## src/rtl/vga_pattern_ctrl.sv

```systemverilog
// vga_pattern_ctrl: display timing and pattern-select controller for the VGA
// test-pattern generator. Generates pixel coordinates, syncs and blanking for
// one display mode. Pattern changes, manual or automatic, are committed only at
// the last pixel of a frame so that no frame ever shows two patterns.

module vga_pattern_ctrl #(
  parameter int H_ACTIVE        = 640,
  parameter int H_FP            = 16,
  parameter int H_SYNC          = 96,
  parameter int H_BP            = 48,
  parameter int V_ACTIVE        = 480,
  parameter int V_FP            = 10,
  parameter int V_SYNC          = 2,
  parameter int V_BP            = 33,
  parameter int FRAMES_PER_MODE = 60
) (
  input  logic        iVGA_CLK,
  input  logic        iRST_n,
  input  logic        iAuto_EN,
  input  logic        iMode_Req,
  input  logic        iMode_Val,
  output logic        oMode_Ack,
  output logic [10:0] oVGA_X,
  output logic [10:0] oVGA_Y,
  output logic        oColor_SW,
  output logic        oHS,
  output logic        oVS,
  output logic        oBLANK_n,
  output logic        oFrame_Start
);

  localparam int H_TOTAL = H_ACTIVE + H_FP + H_SYNC + H_BP;
  localparam int V_TOTAL = V_ACTIVE + V_FP + V_SYNC + V_BP;

  localparam logic [10:0] H_LAST     = 11'(H_TOTAL - 1);
  localparam logic [10:0] V_LAST     = 11'(V_TOTAL - 1);
  localparam logic [10:0] H_ACT      = 11'(H_ACTIVE);
  localparam logic [10:0] V_ACT      = 11'(V_ACTIVE);
  localparam logic [10:0] HS_START   = 11'(H_ACTIVE + H_FP);
  localparam logic [10:0] HS_END     = 11'(H_ACTIVE + H_FP + H_SYNC);
  localparam logic [10:0] VS_START   = 11'(V_ACTIVE + V_FP);
  localparam logic [10:0] VS_END     = 11'(V_ACTIVE + V_FP + V_SYNC);

  // frame counter only needs to reach FRAMES_PER_MODE-1; keep at least one bit
  localparam int FC_W = (FRAMES_PER_MODE > 1) ? $clog2(FRAMES_PER_MODE) : 1;
  localparam logic [FC_W-1:0] FC_LAST = FC_W'(FRAMES_PER_MODE - 1);
  localparam logic [FC_W-1:0] FC_ONE  = FC_W'(1);

  typedef enum logic {
    IDLE    = 1'b0,
    PENDING = 1'b1
  } modeState_t;

  // raster counters
  logic [10:0] hCnt_q, hCnt_d;
  logic [10:0] vCnt_q, vCnt_d;
  logic        hEnd;
  logic        vEnd;
  logic        frameBnd;

  // raw timing decoded from the counters
  logic        visible;
  logic        hsRaw;
  logic        vsRaw;

  // coordinate / frame-start stage (1 cycle after counters)
  logic [10:0] vgaX_q;
  logic [10:0] vgaY_q;
  logic        frameStart_q;

  // sync/blank pipeline (2 cycles after counters)
  logic        hs1_q, hs2_q;
  logic        vs1_q, vs2_q;
  logic        blank1_q, blank2_q;

  // mode control
  modeState_t     state_q, state_d;
  logic           pendVal_q, pendVal_d;
  logic [FC_W-1:0] frameCnt_q, frameCnt_d;
  logic           colorSel_q, colorSel_d;
  logic           ackPulse_q, ackPulse_d;
  logic           colorOut_q;
  logic           ackOut_q;

  assign hEnd     = (hCnt_q == H_LAST);
  assign vEnd     = (vCnt_q == V_LAST);
  assign frameBnd = hEnd && vEnd;

  assign visible = (hCnt_q < H_ACT) && (vCnt_q < V_ACT);
  assign hsRaw   = !((hCnt_q >= HS_START) && (hCnt_q < HS_END));
  assign vsRaw   = !((vCnt_q >= VS_START) && (vCnt_q < VS_END));

  // next raster position: h wraps every line, v advances on each h wrap
  always_comb begin
    hCnt_d = hCnt_q + 11'd1;
    vCnt_d = vCnt_q;
    if (hEnd) begin
      hCnt_d = '0;
      if (vEnd) begin
        vCnt_d = '0;
      end else begin
        vCnt_d = vCnt_q + 11'd1;
      end
    end
  end

  // raster counter registers
  always_ff @(posedge iVGA_CLK or negedge iRST_n) begin
    if (!iRST_n) begin
      hCnt_q <= '0;
      vCnt_q <= '0;
    end else begin
      hCnt_q <= hCnt_d;
      vCnt_q <= vCnt_d;
    end
  end

  // coordinates are zeroed outside the visible area; frame start marks (0,0)
  always_ff @(posedge iVGA_CLK or negedge iRST_n) begin
    if (!iRST_n) begin
      vgaX_q       <= '0;
      vgaY_q       <= '0;
      frameStart_q <= 1'b0;
    end else begin
      vgaX_q       <= visible ? hCnt_q : 11'd0;
      vgaY_q       <= visible ? vCnt_q : 11'd0;
      frameStart_q <= (hCnt_q == 11'd0) && (vCnt_q == 11'd0);
    end
  end

  // two-stage delay so syncs and blank line up with the generator's colour register
  always_ff @(posedge iVGA_CLK or negedge iRST_n) begin
    if (!iRST_n) begin
      hs1_q    <= 1'b1;
      hs2_q    <= 1'b1;
      vs1_q    <= 1'b1;
      vs2_q    <= 1'b1;
      blank1_q <= 1'b0;
      blank2_q <= 1'b0;
    end else begin
      hs1_q    <= hsRaw;
      hs2_q    <= hs1_q;
      vs1_q    <= vsRaw;
      vs2_q    <= vs1_q;
      blank1_q <= visible;
      blank2_q <= blank1_q;
    end
  end

  // mode decisions: manual requests wait for the frame boundary and beat any auto toggle
  always_comb begin
    state_d    = state_q;
    pendVal_d  = pendVal_q;
    frameCnt_d = frameCnt_q;
    colorSel_d = colorSel_q;
    ackPulse_d = 1'b0;
    case (state_q)
      IDLE: begin
        if (frameBnd) begin
          if (iMode_Req) begin
            colorSel_d = iMode_Val;
            ackPulse_d = 1'b1;
            frameCnt_d = '0;
          end else if (iAuto_EN) begin
            if (frameCnt_q == FC_LAST) begin
              colorSel_d = ~colorSel_q;
              frameCnt_d = '0;
            end else begin
              frameCnt_d = frameCnt_q + FC_ONE;
            end
          end
        end else if (iMode_Req) begin
          pendVal_d = iMode_Val;
          state_d   = PENDING;
        end
      end
      PENDING: begin
        if (frameBnd) begin
          colorSel_d = iMode_Req ? iMode_Val : pendVal_q;
          ackPulse_d = 1'b1;
          frameCnt_d = '0;
          state_d    = IDLE;
        end else if (iMode_Req) begin
          pendVal_d = iMode_Val;
        end
      end
      default: begin
        state_d = IDLE;
      end
    endcase
  end

  // mode state registers, updated at the frame boundary decision
  always_ff @(posedge iVGA_CLK or negedge iRST_n) begin
    if (!iRST_n) begin
      state_q    <= IDLE;
      pendVal_q  <= 1'b0;
      frameCnt_q <= '0;
      colorSel_q <= 1'b1;
      ackPulse_q <= 1'b0;
    end else begin
      state_q    <= state_d;
      pendVal_q  <= pendVal_d;
      frameCnt_q <= frameCnt_d;
      colorSel_q <= colorSel_d;
      ackPulse_q <= ackPulse_d;
    end
  end

  // extra stage so the new pattern and its ack appear with the next frame start
  always_ff @(posedge iVGA_CLK or negedge iRST_n) begin
    if (!iRST_n) begin
      colorOut_q <= 1'b1;
      ackOut_q   <= 1'b0;
    end else begin
      colorOut_q <= colorSel_q;
      ackOut_q   <= ackPulse_q;
    end
  end

  assign oVGA_X       = vgaX_q;
  assign oVGA_Y       = vgaY_q;
  assign oFrame_Start = frameStart_q;
  assign oHS          = hs2_q;
  assign oVS          = vs2_q;
  assign oBLANK_n     = blank2_q;
  assign oColor_SW    = colorOut_q;
  assign oMode_Ack    = ackOut_q;

endmodule

```

## config.mk

```make
export PLATFORM = sky130hd
export DESIGN_NAME = vga_pattern_ctrl
export DESIGN_NICKNAME = d
export VERILOG_FILES = /design/src/rtl/vga_pattern_ctrl.sv
export SDC_FILE = /design/constraint.sdc
export NUM_CORES = 1
export LEC_CHECK = 0
export CORE_UTILIZATION = 30
export DETAILED_ROUTE_END_ITERATION = 10
export PLACE_DENSITY = 0.59
export SYNTH_ARGS = -nofsm -noshare
export SYNTH_HDL_FRONTEND = slang
export SYNTH_SLANG_ARGS = --single-unit
```

## constraint.sdc

```tcl
create_clock -name iVGA_CLK -period 2.36 [get_ports iVGA_CLK]
set_clock_uncertainty 0.05 [all_clocks]
set_input_delay 0.236 -clock iVGA_CLK [delete_from_list [all_inputs] [get_ports iVGA_CLK]]
set_output_delay 0.236 -clock iVGA_CLK [all_outputs]
set_load 0.01 [all_outputs]
```

==> metrics, run 1 <==
status=finished clean; DRC violations left=0; H-Tree Depth=3; wire length per cell=between 10 and 15 um; core area=approximately 0.0087 mm^2; Mean Syn Cell Area=between 10 and 15 um^2; Post-Syn Area=~0.0027 mm^2; reg2reg start=vCnt_q[0]; post-synthesis cell count=around 230; worst hold path class=in2async; Multi-input gate area=between 0.001 and 0.0015 mm^2; synth top area cells=dfrtp_1 (53%), dfstp_2 (5.9%), and2_1 (4.9%), o21ai_0 (2.4%), ha_1 (2.3%); Switching Share=21.9%; Net Sw Power=approximately 0.00045 W; Crit Path Category=reg2reg; Post-DP HPWL=3310 um; Worst Setup End Kind=register; flop-to-flop setup slack=~0.28 ns; Critical Path Sink=colorSel_q; Synth top area share=a little over half; worst slew pin tran=roughly 0.78 ns; Yosys cell types=43; fillers=871; Pre-Repair DR Iteration Count=4; min cycle time layout=between 2 and 2.5 ns; Worst-path clk slew=approximately 0.070 ns; RSZ-0062 raised after global routing=false; CTS Root Cell=clkbuf_8; TritonCTS clock tree=built; number of synthesized flops with an enable pin=0; r2r worst-path depth=6; Pint=roughly 0.0016 W; Finished Cell Area=0.00330 mm^2; CP Data Arrival Time=~2.3 ns; Die X-Extent=a little under 100 um; initial antenna violation count=0; Routed WL=a little over 5000 um; crit-path max FO=10; number of global-route vias before repair=approximately 1800; Startpoint Class=register; sequential power share=between 50% and 60%; Slew HR=48.2%; row cnt=34; Die Y=a little under 100 um; CTS buffer count=9; Clk pwr share=between 40% and 50%; Max Clk Rate=about 480 MHz; most frequent cells in the layout=dfrtp_1 (57), clkdlybuf4s50_1 (31), and2_1 (21); yosys warns=0; Final setup viols=0; Max clock buf depth=2; worst setup path startpoint=vCnt_q[0]; prevailing post-synth register cell=dfrtp_1; clock network latency to the later pin of the worst-skew pair=0.33 ns; Starting Density=between 30% and 40%; DR vias/cell=approximately 5; clock sink total=63; ANT nets after route=0; commonest non-fill, non-tap cell in the layout=dfrtp_1; leakage=roughly 1.4 nW; # nets final=283; Die Area=between 0.009 and 0.01 mm^2; FF-to-FF End=colorSel_q; area delta synth->final=23.6%; combinational group share of total power=2.4%; post-route clock period utilization=about nine tenths; PostCTS Resize Cnt=0; Async S/R FF share, synth=between 90% and 100%; postcts setup bufs=0; global route overflow=0; Antenna Cells=0; share of post-route cells with drive strength above 1=between 10% and 20%; GRT Total Usage=between 10% and 20%; register area=between 0.0015 and 0.002 mm^2; vias=between 1500 and 2000; sequential element share of the synthesized area=roughly three fifths; hold_buf cts=0; Max IR drop VDD=0.000252 V; Yosys reg bits=63; Max-Cap Viols=0; I/O pin count=33; worst path required time=2.57 ns; Hold Vio Cnt, Final=0; pin count of the biggest net entering global routing=64; setup TNS=0 ns; gpl congestion=about 0.85; Synth area leader=dfrtp_1; Slew Limit Fails=0; power density cells=619 mW/mm^2; initial drt markers=approximately 110; first-pass GRT wire length=about 8600 um; PortBufs=32; hold slack=0.0104 ns; DP Area=between 0.003 and 0.004 mm^2
[cell families after synthesis]
kind of cell	count (synthesis)	share of synthesized area, %
muxes	5	2.01
buffers and inverters	18	3.28
AOI/OAI and AO/OA	30	6.75
DFF	63	59.3
xor gates and xnor gates	12	3.94
adders and majority gates	5	2.34
and+or+nand+nor	98	22.2
other	1	0.140
[layout make-up]
cell class / count / share of cell area (%)
clock inverter: 6 / 1.86
multi-input combinational: 153 / 30.5
clock buffer: 10 / 3.87
sequential: 63 / 48.0
inverter: 9 / 1.02
tap: 108 / 4.09
timing repair buffer: 37 / 10.7
[worst max-delay path, stage by stage (launching register included)]
cell	delay (ns)
dfrtp_1	0.40
inv_1	0.10
ha_1	0.15
nor4b_4	0.42
nand3_4	0.22
nor4_2	0.32
mux2_1	0.35
[metrics by stage]
step	setup WS [ns]	utilization, %	instances	power (W)
floorplan	0.518	-	234	0.00113
global placement	0.387	35.9	370	0.00117
detailed placement	0.309	35.9	370	0.00117
CTS	0.294	38.0	386	0.00208
global route	0.120	38.0	386	0.00214
finish	0.277	38.0	386	0.00204
[per-layer routing]
layer,GRT usage [%],up-vias,part of all wire (%)
li1,-,901,-
met1,16.8,925,50
met2,17.7,52,44
met3,3.95,7,5.1
met4,4.78,0,0.83
met5,0,-,0
[power groups by stage]
stage               Clock, W  Sequential [W]  Combinational [W]
floorplan                  0         0.00112          0.0000106
global placement           0         0.00112          0.0000513
detailed placement         0         0.00112          0.0000521
CTS                 0.000928         0.00110          0.0000522
global route        0.000979         0.00110          0.0000575
finish              0.000892         0.00110          0.0000496
[how the worst min path moves through the flow]
stage               startpoint         end  slack, ns  cells past startpoint
floorplan               iRST_n  ackPulse_q      -0.11                      0
global placement      blank1_q    oBLANK_n       0.28                      0
detailed placement    blank1_q    oBLANK_n       0.28                      0
CTS                     iRST_n   vCnt_q[3]       0.04                      2
global route            iRST_n    oBLANK_n       0.07                      2
finish                  iRST_n    oBLANK_n       0.01                      2
[Yosys cell counts (all sizes together) (2+ instances only)]
| cell | number |
|---|---|
| a31oi | 5 |
| clkbuf | 3 |
| buf | 6 |
| mux2i | 2 |
| o21ai | 14 |
| and4b | 2 |
| a2111oi | 2 |
| nor2 | 9 |
| nand2 | 13 |
| xor2 | 6 |
| and3 | 8 |
| inv | 9 |
| mux2 | 3 |
| nor3 | 8 |
| dfstp | 6 |
| a21oi | 2 |
| ha | 5 |
| nor4 | 4 |
| dfrtp | 57 |
| and4 | 3 |
| nand4 | 10 |
| nand3 | 12 |
| xnor2 | 6 |
| o22ai | 2 |
| and2 | 21 |
| nor4b | 2 |
| or4 | 2 |
| or3 | 2 |
[sequential cells by signal, summed over array words and instances (netlist names), 6 cells and up]
register / cells
hCnt_q: 11
oVGA_X: 11
oVGA_Y: 11
vCnt_q: 11
frameCnt_q: 6
Power figures use the tool's default switching activity.
==> inputs of run 2 (changes only) <==
--- a/config.mk
+++ b/config.mk
@@ -8,6 +8,7 @@
 export CORE_UTILIZATION = 30
 export DETAILED_ROUTE_END_ITERATION = 10
 export PLACE_DENSITY = 0.59
+export SLEW_MARGIN = 20
 export SYNTH_ARGS = -nofsm -noshare
 export SYNTH_HDL_FRONTEND = slang
 export SYNTH_SLANG_ARGS = --single-unit
==> results of run 2 <==
Same layout as run 1: the final DEF is identical, and so are final timing and power.
